**config.mk**
```make
export PLATFORM = sky130hd
export DESIGN_NAME = xor_parity_arbiter
export DESIGN_NICKNAME = d
export VERILOG_FILES = /design/src/rtl/xor_arb_pkg.sv /design/src/rtl/xor_bit_cell.sv /design/src/rtl/xor_parity_arbiter.sv
export SDC_FILE = /design/constraint.sdc
export NUM_CORES = 1
export LEC_CHECK = 0
export BUFFER_PORTS_ARGS = -buffer_cell sky130_fd_sc_hd__buf_2
export CORE_ASPECT_RATIO = 0.9
export CORE_UTILIZATION = 40
export CTS_BUF_LIST = sky130_fd_sc_hd__clkbuf_2 sky130_fd_sc_hd__clkbuf_4 sky130_fd_sc_hd__clkbuf_8
export CTS_CLUSTER_SIZE = 30
export DETAILED_ROUTE_END_ITERATION = 8
export SETUP_SLACK_MARGIN = 0.02
export SYNTH_ARGS = -nofsm -noshare
export SYNTH_HDL_FRONTEND = slang
export SYNTH_SLANG_ARGS = --single-unit
export TNS_END_PERCENT = 5
```
**constraint.sdc**
```tcl
create_clock -name CLK -period 3.7 [get_ports CLK]
set_input_delay 0.74 -clock CLK [delete_from_list [all_inputs] [get_ports CLK]]
set_output_delay 0.74 -clock CLK [all_outputs]
set_load 0.05 [all_outputs]
```
**src/rtl/xor_arb_pkg.sv**
```systemverilog
// rtl/xor_arb_pkg.sv - shared FSM state type and default width for the parity arbiter
package xor_arb_pkg;

    localparam int DEFAULT_W = 8;

    typedef enum logic [1:0] {
        S_IDLE = 2'd0,
        S_RUN  = 2'd1,
        S_DONE = 2'd2
    } state_t;

endpackage

```
**src/rtl/xor_bit_cell.sv**
```systemverilog
// rtl/xor_bit_cell.sv - single-bit XOR combine used by the parity accumulator
module xor_bit_cell (
    input  logic A,
    input  logic B,
    output logic F
);

    assign F = A ^ B;

endmodule

```
**src/rtl/xor_parity_arbiter.sv**
```systemverilog
// rtl/xor_parity_arbiter.sv - two-requester round-robin arbiter computing bit-serial parity of the granted word
module xor_parity_arbiter
    import xor_arb_pkg::*;
#(
    parameter int W = DEFAULT_W
) (
    input  logic         CLK,
    input  logic         RST,
    input  logic         REQ0,
    input  logic [W-1:0] DATA0,
    input  logic         REQ1,
    input  logic [W-1:0] DATA1,
    output logic         GNT0,
    output logic         GNT1,
    output logic         BUSY,
    output logic         DONE,
    output logic         PAR,
    output logic         OWNER
);

    localparam int CW = $clog2(W);
    localparam logic [CW-1:0] CNT_LAST = CW'(W - 1);

    state_t        state;
    state_t        state_next;
    logic [W-1:0]  shreg;
    logic [W-1:0]  shreg_next;
    logic          acc;
    logic          acc_next;
    logic [CW-1:0] cnt;
    logic [CW-1:0] cnt_next;
    logic          last;
    logic          last_next;
    logic          owner_int;
    logic          owner_int_next;
    logic          gnt0_next;
    logic          gnt1_next;
    logic          busy_next;
    logic          done_next;
    logic          par_next;
    logic          owner_next;
    logic          bit_f;
    logic          winner;

    xor_bit_cell u_bit (
        .A (acc),
        .B (shreg[0]),
        .F (bit_f)
    );

    always_ff @(posedge CLK or posedge RST) begin
        if (RST) begin
            state     <= S_IDLE;
            shreg     <= '0;
            acc       <= 1'b0;
            cnt       <= '0;
            last      <= 1'b1;
            owner_int <= 1'b0;
            GNT0      <= 1'b0;
            GNT1      <= 1'b0;
            BUSY      <= 1'b0;
            DONE      <= 1'b0;
            PAR       <= 1'b0;
            OWNER     <= 1'b0;
        end else begin
            state     <= state_next;
            shreg     <= shreg_next;
            acc       <= acc_next;
            cnt       <= cnt_next;
            last      <= last_next;
            owner_int <= owner_int_next;
            GNT0      <= gnt0_next;
            GNT1      <= gnt1_next;
            BUSY      <= busy_next;
            DONE      <= done_next;
            PAR       <= par_next;
            OWNER     <= owner_next;
        end
    end

    always_comb begin
        state_next = state;
        case (state)
            S_IDLE:  if (REQ0 || REQ1) state_next = S_RUN;
            S_RUN:   if (cnt == CNT_LAST) state_next = S_DONE;
            S_DONE:  state_next = S_IDLE;
            default: state_next = S_IDLE;
        endcase
    end

    // Outputs are computed one cycle ahead and registered alongside the state.
    always_comb begin
        shreg_next     = shreg;
        acc_next       = acc;
        cnt_next       = cnt;
        last_next      = last;
        owner_int_next = owner_int;
        gnt0_next      = 1'b0;
        gnt1_next      = 1'b0;
        busy_next      = (state_next != S_IDLE);
        done_next      = 1'b0;
        par_next       = PAR;
        owner_next     = OWNER;
        winner         = 1'b0;
        case (state)
            S_IDLE: begin
                if (REQ0 || REQ1) begin
                    // On a tie the requester not served last time wins.
                    winner         = (REQ0 && REQ1) ? ~last : REQ1;
                    shreg_next     = winner ? DATA1 : DATA0;
                    acc_next       = 1'b0;
                    cnt_next       = '0;
                    owner_int_next = winner;
                    last_next      = winner;
                    gnt0_next      = ~winner;
                    gnt1_next      = winner;
                end
            end
            S_RUN: begin
                acc_next   = bit_f;
                shreg_next = shreg >> 1;
                cnt_next   = cnt + CW'(1);
                if (cnt == CNT_LAST) begin
                    done_next  = 1'b1;
                    par_next   = bit_f;
                    owner_next = owner_int;
                end
            end
            default: ;
        endcase
    end

endmodule

```
---- Yosys cells after proc, flatten, opt, wreduce, memory -nomap -nowiden ----
Cells that the tools add are included.
word-level totals
  flip-flop bits (word level) ............. 22
  output and inout port bits .............. 6
cells by class
  $add $sub $neg .......................... 1
  equal/unequal tests ..................... 3
  mux-type cells .......................... 17
  bitwise gates (word level) .............. 3
  reductions and logical operators ........ 8
operators by type and width
  kind                                                                   count
  8-bit 2-to-1 mux                                                       2
  8-bit case mux with 2 select lines                                     1
  1-bit 2-to-1 mux                                                       8
  3-bit case mux with 2 select lines                                     1
  2-bit AND reduction                                                    3
  2-bit 2-to-1 mux                                                       2
  2-bit case mux with 2 select lines                                     1
  2-bit nonzero test                                                     2
  3-bit by 1-bit adder with 3-bit output, second input constant          1
  3-bit equality test, second input constant                             1
  3-bit 2-to-1 mux                                                       1
  2-bit by 1-bit equality test with 1-bit output, second input constant  1
  2-bit zero test                                                        1
  2-bit != test, second input constant                                   1
  1-bit NOT                                                              2
  1-bit case mux with 2 select lines                                     1
  1-bit logical AND                                                      1
  1-bit logical OR                                                       1
  1-bit XOR                                                              1

---- Longest topological paths before layout ----
Gate-level depths: netlist of the first run.
  word-level depth ........................ 5
  depth in mapped cells ................... 4
  mapped depth without buffers ............ 4

---- By module ----
From an unflattened synthesis of the first run, not the netlist that was laid out.
second synthesis, totals
  cell total of the unflattened synthesis .. 94
  area, all modules ....................... 1063.5 um^2
modules (own cells, without submodules)
  module              times used  cells an instance  area an instance (um^2)
  xor_parity_arbiter  1           93                 1054.8
  xor_bit_cell        1           1                  8.8

---- Worst setup path after synthesis of the first run ----
Ideal clock, no wire load.
  path type ............................... input port to flip-flop
  start point ............................. input port REQ1
  end point ............................... register shreg[5]
  library setup time ...................... 131 ps
  arrival time ............................ 1429 ps
  path slack .............................. 2140 ps
  stages on the path ...................... 4
  buffers on the path ..................... 1
  path through ............................ a21bo_1 -> buf_4 -> a221oi_1 -> o31ai_1
between the ends
  cells in the longest elaborated chain, start to end .. 5
  elaborated cells on any way between the ends .. 8
  classes of those cells .................. eq/ne: 1; mux: 4; reduce/logical: 3
ends and longest elaborated chain
  what                                RTL line                   RTL
  start, declared                     xor_parity_arbiter.sv:11   input logic REQ1,
  1-bit logical AND                   xor_parity_arbiter.sv:109  winner = (REQ0 && REQ1) ? ~last : REQ1;
  1-bit 2-to-1 mux                    xor_parity_arbiter.sv:109
  8-bit 2-to-1 mux                    xor_parity_arbiter.sv:110  shreg_next = winner ? DATA1 : DATA0;
  8-bit 2-to-1 mux                    xor_parity_arbiter.sv:107  if (REQ0 || REQ1) begin
  8-bit case mux with 2 select lines  xor_parity_arbiter.sv:105  case (state)
  end signal, assigned                xor_parity_arbiter.sv:67   shreg <= shreg_next;
  end, declared                       xor_parity_arbiter.sv:26   logic [W-1:0] shreg;
Parallel ways exist; a longest one is shown, timed or not. The select of a mux whose other input is x is not followed.
A chain may end at the register's enable or synchronous reset.

---- Worst setup path in the final report of the first run ----
  start point ............................. register state[1]
  end point ............................... register OWNER
between the ends
  cells in the longest elaborated chain, start to end .. 2
ends and longest elaborated chain
  what                                            RTL line                   RTL
  start, declared                                 xor_parity_arbiter.sv:24   state_t state;
  start signal, assigned                          xor_parity_arbiter.sv:66   state <= state_next;
  2-bit by 1-bit equality test with 1-bit output  xor_parity_arbiter.sv:105
  2-bit AND reduction (no source line)            --
  end signal, assigned                            xor_parity_arbiter.sv:77   OWNER <= owner_next;
  end, declared                                   xor_parity_arbiter.sv:18   output logic OWNER
No other way between the ends.

==> results of run 1 <==
[per-layer routing]
metal,vias to the layer above,track usage,part of all wire
met5,-,0,0
met4,0,0.0750,0.017
met3,5,0.0532,0.045
met2,18,0.248,0.45
met1,386,0.229,0.49
li1,397,-,-
[layout make-up]
| cell class | instances | area share |
|---|---|---|
| multi-input combinational | 66 | 0.386 |
| timing repair buffer | 25 | 0.102 |
| inverter | 2 | 0.00615 |
| sequential | 22 | 0.452 |
| tap | 28 | 0.0287 |
| clock buffer | 4 | 0.0246 |
[cell usage in the layout (no fill, tap or decap), types with 4 or more instances in the layout]
cell type	Yosys	routed
sky130_fd_sc_hd__o21ai_0	8	8
sky130_fd_sc_hd__clkbuf_4	0	4
sky130_fd_sc_hd__o31ai_1	8	8
sky130_fd_sc_hd__and2_1	6	6
sky130_fd_sc_hd__a221oi_1	7	7
sky130_fd_sc_hd__a21oi_1	6	6
sky130_fd_sc_hd__buf_2	2	25
sky130_fd_sc_hd__dfrtp_1	21	21
[how the worst max path moves through the flow]
stage | start | to | slack, ns | depth (start not counted)
after floorplan | REQ1 | shreg[5] | 2.14 | 4
after global placement | REQ1 | shreg[1] | 1.75 | 4
after detailed placement | REQ1 | shreg[1] | 1.76 | 4
after CTS | state[1] | OWNER | 1.94 | 3
after global routing | state[1] | OWNER | 1.86 | 3
final | state[1] | OWNER | 1.97 | 3
[logic make-up (layout without fill, tap and decap cells)]
| logic type | after synthesis | after routing | synth area share |
|---|---|---|---|
| xor+xnor | 1 | 1 | 0.00814 |
| compound gates | 34 | 34 | 0.220 |
| fa+ha+maj | 2 | 2 | 0.0233 |
| simple gates | 27 | 27 | 0.167 |
| flops | 22 | 22 | 0.513 |
| buf+inv | 8 | 31 | 0.0488 |
| mux | 2 | 2 | 0.0198 |
[metrics by stage]
| step | util | power (uW) |
|---|---|---|
| global route | 0.487 | 1080 |
| CTS | 0.487 | 1010 |
| detailed placement | 0.475 | 878 |
| floorplan | - | 803 |
| finish | 0.487 | 997 |
| global placement | 0.475 | 870 |
[sequential cells by signal, indices dropped and copies added, names as in the netlist]
name and cells:
BUSY 1, DONE 1, GNT0 1, GNT1 1
OWNER 1, PAR 1, acc 1, cnt 3
last 1, owner_int 1, shreg 8, state 2
[worst max-delay path: stages, from the launching register on]
cell	delay (ns)
sky130_fd_sc_hd__dfrtp_1	0.51
sky130_fd_sc_hd__and2b_1	0.53
sky130_fd_sc_hd__and2_1	0.25
sky130_fd_sc_hd__mux2_2	0.34
[power by group through the flow]
stage | Sequential [uW] | Clock, uW | Combinational, uW
finish | 428 | 125 | 445
global route | 442 | 138 | 497
CTS | 427 | 128 | 451
detailed placement | 431 | 0 | 447
global placement | 429 | 0 | 441
floorplan | 470 | 0 | 333
==> results summary, run 1 <==
The post-cts sizing count is 0. The via count of the first global-routing pass is 745. The I/O pin count came out at 26. The area of the core region is 0.00251 mm^2. The number of H-tree levels came out at 1. Global routing finished with a remaining overflow of 0. The worst register-to-register path ends at OWNER. After synthesis the netlist holds a flip-flop and latch count of 22.

The buffer depth of the longest clock path is 2. The critical path is of the register to register type. The number of antenna violations at the first check in global routing is 0. The die is 56.7 um wide. The data required time of the worst path came out at 3.91 ns. The final count of hold timing violations came out at 0. The setup check on the worst reg-to-reg path leaves a slack of 1.97 ns.

The first detailed-routing pass ran for 6 iterations. The critical path data arrival time is 1.94 ns. The die height is 51.2 um. The worst setup path is captured at a register. The number of buffers created by CTS came out at 3. Among all cell types in the netlist, the one instantiated most often is sky130_fd_sc_hd__dfrtp_1.

Between clock sinks in the finished design, the worst skew comes to 0.00551 ns. The number of nets in the synthesized netlist came out at 118. The most used flip-flop cell after synthesis is sky130_fd_sc_hd__dfrtp_1. The tightest hold path in the finished design has a slack of 0.495 ns. The count of input and output buffers is 25. The number of max-slew violations in the final report came out at 0. The filler cell count in the final layout came out at 236.

Across the run, the number of max-cap violations was 0. The CTS root buffer is sky130_fd_sc_hd__clkbuf_4. The highest fanout seen on the critical path came out at 14. The final period utilization is 0.468.

The cts-stage hold buffer count came out at 0. The residual DRC count is 6. In the synthesized netlist, the cells that appear most often are 21 x sky130_fd_sc_hd__dfrtp_1, 8 x sky130_fd_sc_hd__o21ai_0, 8 x sky130_fd_sc_hd__o31ai_1. In the synthesized netlist, the number of instances is 96. The number of cells on the worst reg-to-reg path came out at 3. Setup repair after global routing left no endpoint under its margin.

The total negative slack is 0 ns. The count of buffers added by post-CTS timing repair for setup came out at 0. The internal power of the cells totals 593 uW.

A synthesized cell averages 11.2 um^2. sky130_fd_sc_hd__dfrtp_1 takes more of the synthesized area than any other cell. The clock slew seen by the registers of the worst setup and hold paths is 0.12 ns. The worst min-delay path endpoint is cnt[0]. The post-layout worst setup margin is 1.97 ns. The die outline area came out at 0.00290 mm^2. The instance count after placement with tap cells included came out at 143. For this block, the via count after detailed routing is 806. The power per cell area is 816 mW/mm^2.

The flow ran to the end, but the final reports show violations. The total routing resource utilization after global routing came out at 0.169. The fraction of the yosys area taken by sequential cells is 0.513. The routability-driven placement congestion ratio came out at 0.770. The first global-routing pass estimated 3590 um of wire. The area of the multi-input gates came out at 472 um^2. The proportion of power drawn by flip-flops and latches is 0.429. The maximum number of pins on one net before global-route repair came out at 23. The routed length per instance came out at 14.9 um. The time the worst path needs with I/O delays and setup is 1.73 ns. The setup violation total in the final timing report came out at 0.

The number of standard-cell rows in the floorplan is 17. For the pin with the worst max-slew slack, the measured transition is 0.842 ns. The sequential cell area is 552 um^2. STA classifies the critical path startpoint as a register. The count of nets after finishing is 142. For this block, the routed nets add up to 2190 um of wire. The fraction of power spent switching nets came out at 0.405.

The count of clock tree sinks came out at 22. The worst voltage drop across the vdd grid is 0.000372 V. The Yosys warning count is 0.

After synthesis, the cell types taking the most area are sky130_fd_sc_hd__dfrtp_1 49%, sky130_fd_sc_hd__a221oi_1 5.7%, sky130_fd_sc_hd__o31ai_1 5.6%, sky130_fd_sc_hd__o21ai_0 3.7%, sky130_fd_sc_hd__and2_1 3.5%. The net switching power figure came out at 404 uW. The share of flip-flops with an asynchronous set or reset after synthesis came out at 1.00. Timing would allow up to 577 MHz. The share of total power dissipated in the clock network is 0.125.

The number of flops mapped to enable cells by yosys came out at 0. The worst hold path belongs to the class register to register. In this run the critical register-to-register path is launched from state[1].

The final reports fail on DRC. The detailed router's first-iteration violation count came out at 29. The post-layout instance count excluding filler cells came out at 147. Of the post-synthesis cell area, the dominant cell type holds 0.488. The count of inserted antenna diode cells came out at 0. The area growth from synthesis to final layout came out at 13.5%. The relative slew slack came out at 0.438. TritonCTS built the clock tree. The layout cell share with drive strength beyond 1 is 0.353. The half-perimeter wire length after placement came out at 1490 um. The count of different cell masters after synthesis came out at 31. The placed instances occupy a cell area of 0.00119 mm^2. The initial utilization of the core area, before any placement, comes to 0.429. The final non-filler cell area came out at 0.00122 mm^2. OpenSTA, run right after detailed placement, puts the worst setup slack at 1.76 ns. The synthesized cell area came out at 0.00108 mm^2. Of the total power, combinational logic draws 0.446. The leakage component of the power came out at 0.000567 uW. The worst-skew pair later-pin latency came out at 0.32 ns.

The remaining antenna violation count came out at 0. The startpoint identified for the worst hold timing path is cnt[0]. Using the TritonRoute via totals, the vias-per-cell ratio works out to 5.48. The cell depth of the worst min-delay path came out at 1.
Note: power is estimated with default switching activity, not from simulation.
==> run 2: changes to the inputs <==
clock period = 1.43 ns   (was 3.7 ns; I/O delays follow)
==> run 2 against run 1 <==
Compared with the run above:
- the run still ends with DRC left
- non-clock buffer count increased by 9
- clock skew decreased by 0.0037 ns
- count of clock-buffer cells in the layout unchanged
- core utilization increased by 3.1 points
- fmax increased by 27%
- die area unchanged
- final area increased by 6.5%
- first-iteration DRC count unchanged
- register-to-register slack got worse by 1.9 ns
- cell count increased by 6.1%
- critical path type unchanged
==> results summary, run 2 (same netlist as run 1, synthesis figures left out) <==
The buffer depth of the longest clock path is 2 (unchanged). The I/O pin count came to 26 (unchanged). The length of the first detailed-routing pass in iterations is 6 (unchanged).

The count of nets after finishing came out at 151 (was 142). Largest registers ranked by flip-flop count: shreg x8, cnt x3, state x2 (unchanged). The number of standard-cell rows in the floorplan is 17 (unchanged). The top register by number of flip-flops is shreg (unchanged). The slew at the pin closest to its max-slew limit is 0.289 ns (was 0.842 ns). The maximum number of pins on one net before global-route repair came out at 23 (unchanged). The worst voltage drop across the vdd grid is 0.00109 V (was 0.000372 V).

The leakage component of the power came out at 0.000611 uW (was 0.000567 uW). The area of the core region came out at 0.00251 mm^2 (unchanged). The critical path launch point type is a register (unchanged).

The proportion of power drawn by flip-flops and latches came out at 0.389 (was 0.429). The setup clock skew after layout came out at 0.00184 ns (was 0.00551 ns). The number of H-tree levels is 1 (unchanged). The fraction of power spent switching nets came out at 0.389 (was 0.405). The TritonCTS clock tree was done (unchanged). The die height was 51.2 um (unchanged). The routability-driven placement congestion ratio came out at 0.801 (was 0.770). The number of max-slew violations in the final report came out at 0 (unchanged). The proportion of power drawn by the clock network is 0.126 (was 0.125).

The flip-flop count of the largest register, all copies and words added came out at 8 (unchanged). Unrepaired setup endpoints after global routing: yes (was no). The startpoint of the tightest hold check path is REQ0 (was cnt[0]). The ratio of routed vias to standard cells came to 5.49 (was 5.48). Failing checks: DRC (unchanged). The relative slew slack is 0.807 (was 0.438). The total routing resource utilization after global routing came to 0.171 (was 0.169). The first-pass GRT wire length is 3680 um (was 3590 um). Most used cells in the layout excluding fill and tap cells: 25 x sky130_fd_sc_hd__buf_2, 21 x sky130_fd_sc_hd__dfrtp_1, 8 x sky130_fd_sc_hd__o21ai_0, 8 x sky130_fd_sc_hd__o31ai_1, 8 x sky130_fd_sc_hd__buf_4 (was 25 x sky130_fd_sc_hd__buf_2, 21 x sky130_fd_sc_hd__dfrtp_1, 8 x sky130_fd_sc_hd__o21ai_0, 8 x sky130_fd_sc_hd__o31ai_1, 7 x sky130_fd_sc_hd__a221oi_1). The detailed router's first-iteration violation count is 29 (unchanged).

The critical path data arrival time was 1.57 ns (was 1.94 ns). The total internal power came out at 1680 uW (was 593 uW). The via count of the routed design was 857 (was 806). The net switching power figure is 1070 uW (was 404 uW). The top achievable clock speed came out at 735 MHz (was 577 MHz).

The leading cell type in the layout, fill and taps excluded is sky130_fd_sc_hd__buf_2 (unchanged). The count of clock tree sinks is 22 (unchanged). The final period utilization is 0.951 (was 0.468). The area growth from synthesis to final layout is 20.8% (was 13.5%). The share of power burned in combinational logic was 0.485 (was 0.446).

The die outline area came out at 0.00290 mm^2 (unchanged). The final design utilization is 0.518 (was 0.487). The kind of critical path was register to register (unchanged). The remaining antenna violation count came out at 0 (unchanged). The layout cell share with drive strength beyond 1 is 0.406 (was 0.353). The worst-skew pair later-pin latency is 0.31 ns (was 0.32 ns). The start point of the critical path is cnt[0] (was state[1]). The data required time of the worst path came to 1.64 ns (was 3.91 ns).

The area of the multi-input gates is 474 um^2 (was 472 um^2). The power per cell area is 2110 mW/mm^2 (was 816 mW/mm^2). The routed length per instance is 14.4 um (was 14.9 um). The path type of the worst min-delay path was input port to register (was register to register). The final global-route overflow total is 0 (unchanged). The via count of the first global-routing pass is 839 (was 745). The filler cell count in the final layout came out at 253 (was 236). The number of buffers created by CTS is 3 (unchanged).

The element type at the critical path end is a register (unchanged). The total negative slack came out at 0 ns (unchanged). The count of inserted antenna diode cells came out at 0 (unchanged). The starting density of the core came out at 0.429 (unchanged). The reg-to-reg critical path startpoint is cnt[0] (was state[1]). Outcome: complete, but fails checks (unchanged). The die boundary width is 56.7 um (unchanged). The number of antenna violations at the first check in global routing came out at 0 (unchanged).

The residual DRC count is 6 (unchanged). The number of max-cap violations came to 0 (unchanged). The time the worst path needs with I/O delays and setup came out at 1.36 ns (was 1.73 ns). The wire length after detailed routing is 2250 um (was 2190 um). The setup violation total in the final timing report was 0 (unchanged). The sequential cell area is 552 um^2 (unchanged). The clock slew seen by the registers of the worst setup and hold paths came out at 0.12 ns (about the same). The CTS root buffer was sky130_fd_sc_hd__clkbuf_4 (unchanged). The highest fanout seen on the critical path is 4 (was 14). The half-perimeter wire length after placement is 1620 um (was 1490 um). The count of input and output buffers came out at 25 (unchanged). The final count of hold timing violations came out at 0 (unchanged).

The overall power of the completed layout is 2740 uW (was 997 uW).
-- run 2: cell count changes in the layout (fill, tap and decap cells not counted), sizes merged --
cell,previous run,this run
buf,25,33
dlygate4sd3,0,1
-- run 2: layer usage --
layer	track usage	routed length, um
met3	0.0557	112
met2	0.298	1060
met1	0.199	1040
met5	0	0
met4	0.0542	27
-- run 2: repair_timing --
action	CTS	global route
endpoints found under the setup margin	0	6
endpoints found under the hold margin	21	0
resized for setup	0	2
hold buffers	1	0
setup buffers	0	0
-- run 2: power by group through the flow --
stage / clock network (uW) / registers (uW) / logic, uW
2_1_floorplan: 0 / 1220 / 861
3_3_place_gp: 0 / 1080 / 1310
3_5_place_dp: 0 / 1080 / 1330
4_1_cts: 357 / 1070 / 1330
5_1_grt: 379 / 1100 / 1460
6_report: 346 / 1070 / 1330
-- run 2: final timing paths --
path	endpoint	slack, ns	depth (start not counted)
worst max-delay path	OWNER	0.07	4
worst min-delay path	last	0.18	2
worst max register to register	OWNER	0.07	4
worst min register to register	cnt[0]	0.48	1
max in group asynchronous	last	0.63	4
min in group asynchronous	owner_int	0.52	4
-- run 2: worst max-delay path: stages (launching register included) --
cell and delay, ns:
sky130_fd_sc_hd__dfrtp_1 0.42, sky130_fd_sc_hd__ha_1 0.21, sky130_fd_sc_hd__ha_1 0.21, sky130_fd_sc_hd__and2_4 0.16, sky130_fd_sc_hd__mux2_2 0.26
-- run 2: layout make-up --
class	instances	share of cell area
Multi-Input combinational cell	66	0.365
Inverter	2	0.00577
Sequential cell	22	0.424
Clock buffer	4	0.0279
Tap cell	28	0.0269
Timing Repair Buffer	34	0.150
-- run 2: stage by stage --
stage / std cells / instance area, um^2 / setup WS, ns / hold WS, ns
6_report: 156 / 1300 / 0.0699 / 0.179
2_1_floorplan: 96 / 1080 / 0.126 / 0.274
4_1_cts: 156 / 1300 / 0.0402 / 0.173
3_3_place_gp: 151 / 1250 / 0.0967 / 0.333
3_5_place_dp: 151 / 1250 / 0.0575 / 0.334
5_1_grt: 156 / 1300 / 0.00257 / 0.181
==> run 3: changes to the inputs <==
clock period = 1.3 ns   (was 1.43 ns; I/O delays follow)
==> run 3 against run 2 <==
Compared with the run above:
- global-route usage grew 1.6 points
- sequential power up 10%
- fmax grew 6.2%
- count of clock-buffer cells in the layout shrank 1
- critical path depth did not move
- critical path type unchanged
- the flow still finishes with violations (DRC)
==> results summary, run 3 (same netlist as run 1, synthesis figures left out) <==
The kind of critical path is register to register (unchanged). The first-pass GRT wire length is 4080 um (was 3680 um). The cell depth of the worst min-delay path is 2 (unchanged).

Most used cells in the layout excluding fill and tap cells: 24 x sky130_fd_sc_hd__buf_2, 20 x sky130_fd_sc_hd__dfrtp_1, 17 x sky130_fd_sc_hd__buf_4 (was 25 x sky130_fd_sc_hd__buf_2, 21 x sky130_fd_sc_hd__dfrtp_1, 8 x sky130_fd_sc_hd__o21ai_0, 8 x sky130_fd_sc_hd__o31ai_1, 8 x sky130_fd_sc_hd__buf_4). The post-layout instance count excluding filler cells came out at 165 (was 156). The instance count after placement with tap cells included is 159 (was 151). The filler cell count in the final layout is 232 (was 253). The relative slew slack came out at 0.810 (was 0.807). The critical path data arrival time came out at 1.49 ns (was 1.57 ns). Outcome: complete, but fails checks (unchanged).

The total routing resource utilization after global routing is 0.187 (was 0.171). The top achievable clock speed came out at 781 MHz (was 735 MHz). The setup violation total in the final timing report is 0 (unchanged).

The data required time of the worst path was 1.51 ns (was 1.64 ns). The number of antenna violations at the first check in global routing was 0 (unchanged). The setup clock skew after layout came to 0.00567 ns (was 0.00184 ns). The count of inserted antenna diode cells came to 0 (unchanged).

The endpoint of the worst register-to-register path is OWNER (unchanged). The ratio of routed vias to standard cells came to 5.30 (was 5.49). The power per cell area is 2420 mW/mm^2 (was 2110 mW/mm^2). The number of max-slew violations in the final report is 0 (unchanged). The half-perimeter wire length after placement came to 1790 um (was 1620 um). The setup slack on the worst flop-to-flop path is 0.02 ns (was 0.07 ns). The detailed router's first-iteration violation count came out at 24 (was 29). The final period utilization is 0.985 (was 0.951). The slew at the pin closest to its max-slew limit came out at 0.285 ns (was 0.289 ns). The number of buffers created by CTS came out at 3 (unchanged).

The number of cells on the worst reg-to-reg path is 4 (unchanged). The number of standard-cell rows in the floorplan is 17 (unchanged). The path type of the worst min-delay path is input port to register (unchanged). The I/O pin count is 26 (unchanged). The count of clock tree sinks came out at 22 (unchanged). Largest registers ranked by flip-flop count: shreg x8, cnt x3, state x2 (unchanged). The routability-driven placement congestion ratio is 0.773 (was 0.801).

The die boundary width is 56.7 um (unchanged). The final count of hold timing violations was 0 (unchanged). The number of H-tree levels is 1 (unchanged). The count of input and output buffers came out at 25 (unchanged). The die height came to 51.2 um (unchanged). The remaining antenna violation count is 0 (unchanged). The layout cell share with drive strength beyond 1 is 0.547 (was 0.406). The element type at the critical path end is a register (unchanged). The worst-skew pair later-pin latency is 0.31 ns (about the same). The count of nets after finishing came out at 160 (was 151). The die outline area is 0.00290 mm^2 (unchanged).

The area growth from synthesis to final layout was 35.2% (was 20.8%). The CTS root buffer is sky130_fd_sc_hd__clkbuf_4 (unchanged). The critical path launch point type is a register (unchanged). The reg-to-reg critical path startpoint is cnt[0] (unchanged). The clock slew seen by the registers of the worst setup and hold paths came to 0.13 ns (was 0.12 ns).

The worst min-delay path endpoint was last (unchanged). The length of the first detailed-routing pass in iterations is 6 (unchanged). The leakage component of the power was 0.000678 uW (was 0.000611 uW). The time the worst path needs with I/O delays and setup came out at 1.28 ns (was 1.36 ns). The routed length per instance is 14.9 um (was 14.4 um).

The starting density of the core came out at 0.429 (unchanged). The highest fanout seen on the critical path is 2 (was 4). The final non-filler cell area is 0.00146 mm^2 (was 0.00130 mm^2). The maximum number of pins on one net before global-route repair came out at 23 (unchanged).

The via count of the first global-routing pass is 878 (was 839). The area of the core region is 0.00251 mm^2 (unchanged). The residual DRC count came to 6 (unchanged). The buffer depth of the longest clock path is 2 (unchanged). The leading cell type in the layout, fill and taps excluded was sky130_fd_sc_hd__buf_2 (unchanged). The final global-route overflow total came out at 0 (unchanged). The top register by number of flip-flops is shreg (unchanged). The worst voltage drop across the vdd grid came to 0.00116 V (was 0.00109 V). The TritonCTS clock tree is done (unchanged).

The area after detailed placement is 0.00131 mm^2 (was 0.00125 mm^2). Failing checks: DRC (unchanged). The number of max-cap violations came out at 0 (unchanged). The wire length after detailed routing came out at 2470 um (was 2250 um). The via count of the routed design is 875 (was 857). Unrepaired setup endpoints after global routing: yes (unchanged).

The startpoint of the tightest hold check path is REQ0 (unchanged). The flip-flop count of the largest register, all copies and words added came out at 8 (unchanged).
-- run 3: final cells by class --
type                    instances  area [um^2]  share of cell area
repair buffers                 43          265               0.182
clock buffers                   3         22.5              0.0155
clock inverters                 1         30.0              0.0206
multi-input cells              66          542               0.372
well taps                      28         35.0              0.0241
flip-flops and latches         22          553               0.380
inverters                       2         7.51             0.00516
-- run 3: repair_timing --
| action | in CTS | in global routing |
|---|---|---|
| buffers inserted | 0 | 1 |
| resized for setup | 3 | 14 |
| setup endpoints to repair | 9 | 12 |
| hold buffers | 1 | 0 |
| hold endpoints to repair | 21 | 0 |
| pin swaps | 0 | 3 |
-- run 3: per-stage QoR --
| stage | util | hold slack [ns] | setup TNS, ns | setup WS [ns] | total power [uW] |
|---|---|---|---|---|---|
| finish | 0.580 | 0.183 | 0 | 0.0199 | 3520 |
| global route | 0.580 | 0.173 | -0.0818 | -0.0334 | 3790 |
| CTS | 0.550 | 0.164 | -0.0550 | -0.0329 | 3370 |
| detailed placement | 0.523 | 0.311 | -0.0329 | -0.0222 | 2820 |
| global placement | 0.523 | 0.311 | 0 | 0.000158 | 2760 |
| floorplan | - | 0.248 | 0 | 0.0224 | 2290 |
-- run 3: worst max path at each step --
| stage | startpoint | endpoint | cells past startpoint |
|---|---|---|---|
| after floorplan | cnt[0] | OWNER | 4 |
| after global placement | state[0] | shreg[4] | 4 |
| after CTS | state[0] | shreg[4] | 4 |
| after global routing | state[0] | shreg[2] | 4 |
| final | cnt[0] | OWNER | 4 |
| after detailed placement | state[0] | shreg[4] | 4 |
-- run 3: power breakdown --
part | internal [uW] | switching, uW | total [uW]
registers | 1000 | 181 | 1180
clock network | 311 | 213 | 525
logic | 885 | 928 | 1810
-- run 3: per-layer routing --
layer,vias up,wire [um],GRT usage
met5,-,0,0
met4,0,17,0.0917
met3,2,79,0.0253
met2,16,1230,0.304
met1,425,1140,0.247
li1,432,-,-
-- run 3: critical path, cell delays in order (launching register included) --
cell and delay (ns):
sky130_fd_sc_hd__dfrtp_1 0.40, sky130_fd_sc_hd__ha_1 0.20, sky130_fd_sc_hd__ha_2 0.18, sky130_fd_sc_hd__and2_4 0.14
sky130_fd_sc_hd__mux2_2 0.27
